--- src/rtl/dii_instr_feeder.sv ---
// DII instruction feeder: assembles 8-byte host packets into instructions,
// queues them for the core and sequences a core reset at end-of-trace.
module dii_instr_feeder #(
   parameter int FIFO_DEPTH   = 4,
   parameter int RESET_CYCLES = 4
) (
   input  logic        clk,
   input  logic        rst,
   input  logic [7:0]  rx_data,
   input  logic        rx_valid,
   output logic        rx_ready,
   output logic [31:0] instr,
   output logic        instr_valid,
   input  logic        instr_ready,
   output logic        core_rst_req,
   output logic [7:0]  bad_cmd_cnt
);

   localparam int PTR_W = (FIFO_DEPTH > 1) ? $clog2(FIFO_DEPTH) : 1;
   localparam int CNT_W = PTR_W + 1;
   localparam int HC_W  = (RESET_CYCLES > 1) ? $clog2(RESET_CYCLES) : 1;

   localparam logic [CNT_W-1:0] CNT_ONE  = CNT_W'(1);
   localparam logic [CNT_W-1:0] CNT_FULL = CNT_W'(FIFO_DEPTH);
   localparam logic [PTR_W-1:0] PTR_ONE  = PTR_W'(1);
   localparam logic [HC_W-1:0]  HC_ONE   = HC_W'(1);
   localparam logic [HC_W-1:0]  HC_LAST  = HC_W'(RESET_CYCLES - 1);

   localparam logic [7:0] CMD_EOT  = 8'h00;
   localparam logic [7:0] CMD_INSN = 8'h01;

   typedef enum logic [1:0] {
      S_RUN   = 2'd0,
      S_DRAIN = 2'd1,
      S_HALT  = 2'd2
   } state_t;

   state_t             state;
   logic [2:0]         byte_idx;
   logic [31:0]        insn_q;
   logic [7:0]         cmd_q;
   logic [PTR_W-1:0]   wr_ptr;
   logic [PTR_W-1:0]   rd_ptr;
   logic [CNT_W-1:0]   count;
   logic [CNT_W-1:0]   count_next;
   logic [HC_W-1:0]    halt_cnt;
   logic               core_rst_q;
   logic [7:0]         bad_q;
   logic [31:0]        mem [FIFO_DEPTH];

   logic fifo_full;
   logic rx_fire;
   logic pkt_done;
   logic push;
   logic eot;
   logic bad_pkt;
   logic pop;

   // Full is taken from the registered count, so a same-cycle pop cannot
   // open room for the byte that would complete a push.
   assign fifo_full = (count == CNT_FULL);
   assign rx_ready  = (state == S_RUN) && !((byte_idx == 3'd7) && fifo_full);
   assign rx_fire   = rx_valid && rx_ready;
   assign pkt_done  = rx_fire && (byte_idx == 3'd7);
   assign push      = pkt_done && (cmd_q == CMD_INSN);
   assign eot       = pkt_done && (cmd_q == CMD_EOT);
   assign bad_pkt   = pkt_done && (cmd_q != CMD_INSN) && (cmd_q != CMD_EOT);

   assign instr_valid  = (count != '0) && (state != S_HALT);
   assign instr        = instr_valid ? mem[rd_ptr] : 32'h0;
   assign pop          = instr_valid && instr_ready;
   assign core_rst_req = core_rst_q;
   assign bad_cmd_cnt  = bad_q;

   always_comb begin
      // NOTE: default first so every path assigns count_next and no latch is inferred.
      count_next = count;
      case ({push, pop})
         2'b10:   count_next = count + CNT_ONE;
         2'b01:   count_next = count - CNT_ONE;
         default: count_next = count;
      endcase
   end

   // NOTE: queue storage carries no reset; count and pointers define which entries are live.
   always_ff @(posedge clk) begin
      if (push) begin
         mem[wr_ptr] <= insn_q;
      end
   end

   always_ff @(posedge clk) begin
      if (rst) begin
         state      <= S_RUN;
         byte_idx   <= 3'd0;
         insn_q     <= 32'h0;
         cmd_q      <= 8'h00;
         wr_ptr     <= '0;
         rd_ptr     <= '0;
         count      <= '0;
         halt_cnt   <= '0;
         core_rst_q <= 1'b0;
         bad_q      <= 8'h00;
      end else begin
         // NOTE: non-blocking assignments throughout, so every branch sees pre-edge state.
         if (rx_fire) begin
            byte_idx <= byte_idx + 3'd1;
            case (byte_idx)
               3'd0:    insn_q[7:0]   <= rx_data;
               3'd1:    insn_q[15:8]  <= rx_data;
               3'd2:    insn_q[23:16] <= rx_data;
               3'd3:    insn_q[31:24] <= rx_data;
               3'd6:    cmd_q         <= rx_data;
               default: ;
            endcase
         end

         if (push) begin
            wr_ptr <= wr_ptr + PTR_ONE;
         end
         if (pop) begin
            rd_ptr <= rd_ptr + PTR_ONE;
         end
         count <= count_next;

         if (bad_pkt && (bad_q != 8'hFF)) begin
            bad_q <= bad_q + 8'd1;
         end

         case (state)
            S_RUN: begin
               if (eot) begin
                  state <= S_DRAIN;
               end
            end
            S_DRAIN: begin
               // A pop that empties the queue this cycle still counts as drained.
               if (count_next == '0) begin
                  state      <= S_HALT;
                  halt_cnt   <= '0;
                  core_rst_q <= 1'b1;
               end
            end
            S_HALT: begin
               if (halt_cnt == HC_LAST) begin
                  state      <= S_RUN;
                  halt_cnt   <= '0;
                  core_rst_q <= 1'b0;
                  byte_idx   <= 3'd0;
               end else begin
                  halt_cnt <= halt_cnt + HC_ONE;
               end
            end
            default: begin
               state      <= S_RUN;
               core_rst_q <= 1'b0;
            end
         endcase
      end
   end

endmodule

--- config.mk ---
export PLATFORM = sky130hd
export DESIGN_NAME = dii_instr_feeder
export DESIGN_NICKNAME = d
export VERILOG_FILES = /design/src/rtl/dii_instr_feeder.sv
export SDC_FILE = /design/constraint.sdc
export NUM_CORES = 1
export LEC_CHECK = 0
export BUFFER_PORTS_ARGS = -buffer_cell sky130_fd_sc_hd__buf_2
export CAP_MARGIN = 20
export CORE_ASPECT_RATIO = 1.5
export CORE_UTILIZATION = 60
export CTS_BUF_LIST = sky130_fd_sc_hd__clkbuf_4 sky130_fd_sc_hd__clkbuf_8 sky130_fd_sc_hd__clkbuf_16
export DETAILED_ROUTE_END_ITERATION = 16
export PLACE_DENSITY = 0.8
export SKIP_CTS_REPAIR_TIMING = 1
export SLEW_MARGIN = 20
export SYNTH_ARGS = -nofsm -noshare
export SYNTH_HDL_FRONTEND = slang
export SYNTH_SLANG_ARGS = --single-unit
--- constraint.sdc ---
create_clock -name clk -period 4.2 [get_ports clk]
set_input_delay 0.42 -clock clk [delete_from_list [all_inputs] [get_ports clk]]
set_output_delay 0.42 -clock clk [all_outputs]
set_load 0.005 [all_outputs]
==> results of run 1 <==
[flip-flops by register name, summed over array words and instances, names as in the netlist, named ones only]
| signal | cells |
|---|---|
| byte_idx | 3 |
| mem | 128 |
| rd_ptr | 2 |
| cmd_q | 8 |
| bad_cmd_cnt | 8 |
| insn_q | 32 |
| halt_cnt | 2 |
| core_rst_req | 1 |
| wr_ptr | 2 |
| state | 2 |
| count | 3 |
[worst paths after layout]
kind                                   start      endpoint  slack (ps)  cells after the start
worst max-delay path             byte_idx[1]   halt_cnt[1]         680                     13
worst min-delay path                rx_valid   byte_idx[2]         240                      2
worst max register to register   byte_idx[1]   halt_cnt[1]         680                     13
worst min register to register  core_rst_req  core_rst_req         480                      2
[logic make-up (layout without fill, tap and decap cells)]
group,Yosys count,after routing,synth area share [%]
flops,193,193,66.44
fa+ha+maj,14,14,2.359
compound gates,30,30,2.311
simple gates,147,147,10.73
xor+xnor,6,6,0.8564
buf+inv,40,106,2.391
mux,75,75,14.91
[cell type report]
cell class / count / area share, %
Tap cell: 156 / 2.238
Clock buffer: 19 / 5.120
Inverter: 11 / 0.4733
Multi-Input combinational cell: 272 / 27.67
Clock inverter: 13 / 1.492
Sequential cell: 193 / 58.99
Timing Repair Buffer: 63 / 4.016
[worst max-delay path, cell delays in order (launching register included)]
cell and delay, ps:
sky130_fd_sc_hd__dfxtp_1 380, sky130_fd_sc_hd__ha_1 190, sky130_fd_sc_hd__ha_1 220, sky130_fd_sc_hd__nand4bb_1 450
sky130_fd_sc_hd__nand3_4 370, sky130_fd_sc_hd__nor2_1 80, sky130_fd_sc_hd__inv_1 70, sky130_fd_sc_hd__ha_1 220
sky130_fd_sc_hd__inv_1 70, sky130_fd_sc_hd__fa_1 410, sky130_fd_sc_hd__xnor3_1 200, sky130_fd_sc_hd__a2bb2oi_1 190
sky130_fd_sc_hd__or3_1 390, sky130_fd_sc_hd__o211a_1 150
[placed cells by master, fill, tap and decap left out, types with 7 or more instances in the layout]
| cell type | synthesis | layout |
|---|---|---|
| sky130_fd_sc_hd__edfxtp_1 | 128 | 128 |
| sky130_fd_sc_hd__dfxtp_1 | 65 | 64 |
| sky130_fd_sc_hd__nor2_1 | 56 | 56 |
| sky130_fd_sc_hd__buf_2 | 7 | 54 |
| sky130_fd_sc_hd__mux2i_1 | 40 | 40 |
| sky130_fd_sc_hd__and3_1 | 38 | 38 |
| sky130_fd_sc_hd__mux4_2 | 32 | 32 |
| sky130_fd_sc_hd__clkbuf_16 | 0 | 17 |
| sky130_fd_sc_hd__a21oi_1 | 13 | 13 |
| sky130_fd_sc_hd__ha_1 | 13 | 13 |
| sky130_fd_sc_hd__inv_1 | 11 | 11 |
| sky130_fd_sc_hd__nand3_1 | 8 | 8 |
| sky130_fd_sc_hd__o21ai_0 | 8 | 8 |
| sky130_fd_sc_hd__buf_4 | 1 | 8 |
| sky130_fd_sc_hd__nand2_1 | 7 | 7 |
[through the flow]
step | instances | power (W) | cell area [µm²] | setup WS, ps | util, %
after floorplan | 505 | 0.002138 | 7744 | 1255 | -
after global placement | 694 | 0.002166 | 8127 | 860.7 | 64.95
after detailed placement | 695 | 0.002174 | 8147 | 716.2 | 65.11
after CTS | 727 | 0.003713 | 8723 | 702.3 | 69.72
after global routing | 727 | 0.003794 | 8723 | 442.5 | 69.72
final | 727 | 0.003688 | 8723 | 683.5 | 69.72
[routing by layer]
metal,share of wire [%],track usage [%],up-vias
li1,-,-,2011
met1,39,30.33,2178
met2,53,41.35,145
met3,5.2,5.502,34
met4,2.9,11.48,0
met5,0,0,-
[power by group through the flow]
stage | clock network, W | logic [W] | registers (W)
6_report | 0.00156 | 0.0000883 | 0.00204
5_1_grt | 0.00165 | 0.0000960 | 0.00205
4_1_cts | 0.00158 | 0.0000888 | 0.00204
3_5_place_dp | 0 | 0.0000868 | 0.00209
3_3_place_gp | 0 | 0.0000816 | 0.00208
2_1_floorplan | 0 | 0.0000562 | 0.00208
==> impl_metrics.json, run 1 <==
{
  "clock_tree.htree_level_count": 4,
  "ant_nets": 0,
  "power_frac_seq_pct": 55.4,
  "io_buffer_count": 54,
  "nets_final": 584,
  "ys_seq_elements": 193,
  "period_share_pct": 83.73,
  "synth_warnings": 0,
  "critical_path_class": "register to register",
  "multiInputGateArea_um2": 2414,
  "regArea_um2": 5146,
  "placementRows": 50,
  "cts.root.buffer_cell": "sky130_fd_sc_hd__clkbuf_16",
  "clk_pin_slew_worst_paths_ps": 70,
  "grt_start_max_net_pins": 35,
  "finalWirelength_um": 15060,
  "timing_max_transition_violations_final": 0,
  "setup_viol_count_final": 0,
  "critical_path_peak_fanout": 16,
  "number_of_sinks_driven_by_the_clock_tree": 193,
  "num-fill-cells": 837,
  "syn-num-nets": 531,
  "first_pass_grt_wire_length_um": 23900,
  "synthTopCellsByCount": "sky130_fd_sc_hd__edfxtp_1, sky130_fd_sc_hd__dfxtp_1, sky130_fd_sc_hd__nor2_1, sky130_fd_sc_hd__mux2i_1, sky130_fd_sc_hd__and3_1",
  "drt-vias-per-instance": 6.008,
  "clock_tree_from_tritoncts": "built",
  "fmax_mhz": 284.4,
  "dieWidth_um": 94.76,
  "cts_made_buffers": 17,
  "final.setup_skew_ps": 9.944,
  "pwr_density_cell_nw_per_um2": 422.8,
  "detail_route.first_pass.iterations": 4,
  "switchingPower_w": 0.0007752,
  "die_area_um2": 13370,
  "avgSynthCellArea_um2": 15.33,
  "clock_latency_ps": 430,
  "detailroute.via_count": 4368,
  "gpl.final_weighted_congestion": 0.8044,
  "placeable_area_um2": 12510,
  "max-clock-path-buffers": 2,
  "flow.area_growth_from_synthesis_pct": 12.65,
  "setup-tns-final_ps": 0,
  "grt_overflow": 0,
  "hpwl_um": 9168,
  "synth_seq_area_share_pct": 66.44,
  "remaining_drc_errors": 0,
  "cells_taking_the_most_area_after_synthesis": "sky130_fd_sc_hd__edfxtp_1, sky130_fd_sc_hd__dfxtp_1, sky130_fd_sc_hd__mux4_2, sky130_fd_sc_hd__mux2i_1, sky130_fd_sc_hd__and3_1",
  "antenna_found_initial": 0,
  "initial_core_util_pct": 61.89,
  "max_slew_margin_pct": 39.99,
  "count_of_flip_flops_with_a_built_in_enable_after_synthesis": 128,
  "ports": 55,
  "finalCriticalPeriod_ps": 3517,
  "outcome": "completed",
  "maxCapViolations": 0,
  "worstMarginPinSlew_ps": 900.1,
  "synth-async-reset-ratio_pct": 0,
  "synth_most_common_cell": "sky130_fd_sc_hd__edfxtp_1",
  "num_antenna_cells": 0,
  "unrepaired_setup_endpoints_after_global_routing": "no",
  "share_clk_of_total_power_pct": 42.2,
  "drive_gt1_share_pct": 23.82,
  "first_global_vias": 4558,
  "cell_type_with_the_highest_aggregate_area_in_the_netlist": "sky130_fd_sc_hd__edfxtp_1",
  "wire_per_inst_um": 20.71,
  "hold_viol_final": 0,
  "irDropWorstVdd_v": 0.0003020,
  "post_synth_instance_area_um2": 7744,
  "grtUsageTotal_pct": 24.75,
  "cp-start-kind": "register",
  "hold_slack_ps": 238.0,
  "cellInternalPower_w": 0.002913,
  "p_leak_nw": 3.422,
  "endpoint_kind": "register",
  "synth_cells": 505,
  "cp_data_required_time_ps": 4520,
  "drt_iter0_markers": 313,
  "yosysUniqueCellTypes": 50,
  "data_arrival_time_of_the_critical_path_ps": 3840,
  "power_switching_share_pct": 21.02,
  "die-height_um": 141.1,
  "fraction_of_post_synthesis_cell_area_in_the_top_cell_type_by_area_pct": 49.64,
  "worstHoldPathType": "input pin to register",
  "yosys_most_used_dff": "sky130_fd_sc_hd__edfxtp_1",
  "power.share.combinational_pct": 2.4
}
Power figures use the tool's default switching activity.
==> run 2: changes to the inputs <==
Settings changed: CORE_UTILIZATION 60 to 54, PLACE_DENSITY 0.8 to 0.76.
Clock period 4.2 ns to 2.9 ns, I/O delays scaled along.
==> run 2 against run 1 <==
- critical path depth stayed put
- combinational power is 44% higher
- wire length is 2.2% higher
- clock skew is 0.73 ps higher
==> impl_metrics.json, run 2 (same netlist as run 1, synthesis figures left out) <==
{
  "number_of_sinks_driven_by_the_clock_tree": 193,
  "route.layer.met1.wl_um": 5795,
  "unrepaired_setup_endpoints_after_global_routing": "no",
  "r2r_start": "byte_idx[1]",
  "detailroute.wirelength.met3_um": 760,
  "timing_max_transition_violations_final": 0,
  "nets_final": 589,
  "grt_overflow": 0,
  "cp-start-kind": "register",
  "data_arrival_time_of_the_critical_path_ps": 3100,
  "largestRegisters": "mem: 128 flops, insn_q: 32 flops",
  "ant_nets": 0,
  "outcome": "completed",
  "num_antenna_cells": 0,
  "irDropWorstVdd_v": 0.0004106,
  "gpl.final_weighted_congestion": 0.8214,
  "max-clock-path-buffers": 2,
  "clk_pin_slew_worst_paths_ps": 60,
  "die-height_um": 148.7,
  "finalCriticalPeriod_ps": 2755,
  "maxCapViolations": 0,
  "first_pass_grt_wire_length_um": 24540,
  "layout_commonest_cell": "sky130_fd_sc_hd__edfxtp_1",
  "finalWirelength_um": 15390,
  "clock_tree.htree_level_count": 4,
  "most-common-layout-cells": "sky130_fd_sc_hd__edfxtp_1, sky130_fd_sc_hd__dfxtp_1, sky130_fd_sc_hd__nor2_1",
  "route.met2.wl_um": 8515,
  "setup-tns-final_ps": 0,
  "clock_latency_ps": 430,
  "critical_path_peak_fanout": 4,
  "clock_tree_from_tritoncts": "built",
  "fmax_mhz": 362.9,
  "postLayoutCoreUtil_pct": 63.58,
  "largest-register": "mem",
  "critical_path_class": "register to register",
  "endpoint_kind": "register",
  "worstMarginPinSlew_ps": 608.5,
  "drt-vias-per-instance": 5.707,
  "final.setup_skew_ps": 10.68,
  "detailroute.via_count": 4383,
  "dieWidth_um": 99.78,
  "pwr_density_cell_nw_per_um2": 598.6,
  "total_power_w": 0.005325,
  "cts.root.buffer_cell": "sky130_fd_sc_hd__clkbuf_16",
  "grtUsageTotal_pct": 22.73,
  "die_area_um2": 14830,
  "antenna_found_initial": 0,
  "initial_core_util_pct": 55.34,
  "placementRows": 53,
  "worstHoldPathType": "input pin to register",
  "hpwl_um": 9546,
  "cts_made_buffers": 17,
  "wire_per_inst_um": 20.04,
  "setup_viol_count_final": 0,
  "hold_viol_final": 0,
  "cp_data_required_time_ps": 3250,
  "largest_reg_flops": 128,
  "ports": 55,
  "crit_path_start": "byte_idx[1]",
  "p_leak_nw": 3.452,
  "grt_start_max_net_pins": 37,
  "num-fill-cells": 997,
  "placeable_area_um2": 13990,
  "io_buffer_count": 54,
  "flow.area_growth_from_synthesis_pct": 14.88,
  "timing.hold.worst.start": "rx_valid",
  "first_global_vias": 4604,
  "placement.setup.worst_slack_ps": 4.120,
  "remaining_drc_errors": 0,
  "max_slew_margin_pct": 59.40,
  "drt_iter0_markers": 244,
  "drive_gt1_share_pct": 26.04,
  "period_share_pct": 95.01,
  "detail_route.first_pass.iterations": 5,
  "worst_slack_ps": 144.7,
  "highest-signal-layer": "met4"
}
[run 2: changes by cell type in the layout (fill, tap and decap cells not counted), moves of 2 or more]
cell / delta
sky130_fd_sc_hd__clkinv_2: +2
sky130_fd_sc_hd__inv_8: -2
sky130_fd_sc_hd__buf_12: +4
sky130_fd_sc_hd__ha_2: +2
sky130_fd_sc_hd__dfxtp_1: -2
sky130_fd_sc_hd__ha_1: -3
sky130_fd_sc_hd__dfxtp_2: +2
[run 2: final cells by class]
type	instances	area, µm²	area share, %
clock buffer	21	467.9	5.260
clock inverter	11	105.1	1.181
inverter	11	41.29	0.4641
tap	192	240.2	2.700
timing repair buffer	68	437.9	4.923
multi-input combinational	272	2455	27.59
sequential	193	5149	57.88
[run 2: report_power, final]
group	internal, W	switching (W)	leakage, nW
Combinational	0.0000466	0.0000808	1.47
Sequential	0.00294	0.0000250	1.71
Clock	0.00125	0.000980	0.273
[run 2: path summary, 6_finish.rpt]
| kind | to | slack [ps] | cells after the start |
|---|---|---|---|
| max | state[1] | 140 | 13 |
| min reg2reg | core_rst_req | 480 | 2 |
| min | byte_idx[2] | 110 | 2 |
| max reg2reg | state[1] | 140 | 13 |
[run 2: per-stage QoR]
| step | area [µm²] | hold slack [ps] | std cells |
|---|---|---|---|
| finish | 8896 | 107.5 | 768 |
| floorplan | 7770 | 398.8 | 505 |
| CTS | 8872 | 89.38 | 768 |
| global route | 8896 | 103.7 | 768 |
| global placement | 8299 | 450.0 | 736 |
| detailed placement | 8299 | 479.6 | 736 |
[run 2: metal layers]
metal / global-route usage (%) / vias to the layer above
met5: 0 / -
met1: 26.78 / 2225
met2: 40.48 / 115
li1: - / 2020
met4: 9.485 / 0
met3: 4.229 / 23
[run 2: critical path, stage by stage (launching register included)]
cell and delay, ps:
sky130_fd_sc_hd__dfxtp_2 360, sky130_fd_sc_hd__ha_2 210, sky130_fd_sc_hd__ha_4 170, sky130_fd_sc_hd__nand4bb_4 130, sky130_fd_sc_hd__nand3_4 100, sky130_fd_sc_hd__nor2_1 50, sky130_fd_sc_hd__inv_1 60, sky130_fd_sc_hd__ha_2 220
sky130_fd_sc_hd__inv_1 70, sky130_fd_sc_hd__fa_2 550, sky130_fd_sc_hd__nand3b_1 80, sky130_fd_sc_hd__a2bb2oi_1 170, sky130_fd_sc_hd__or3_4 360, sky130_fd_sc_hd__a21oi_1 160
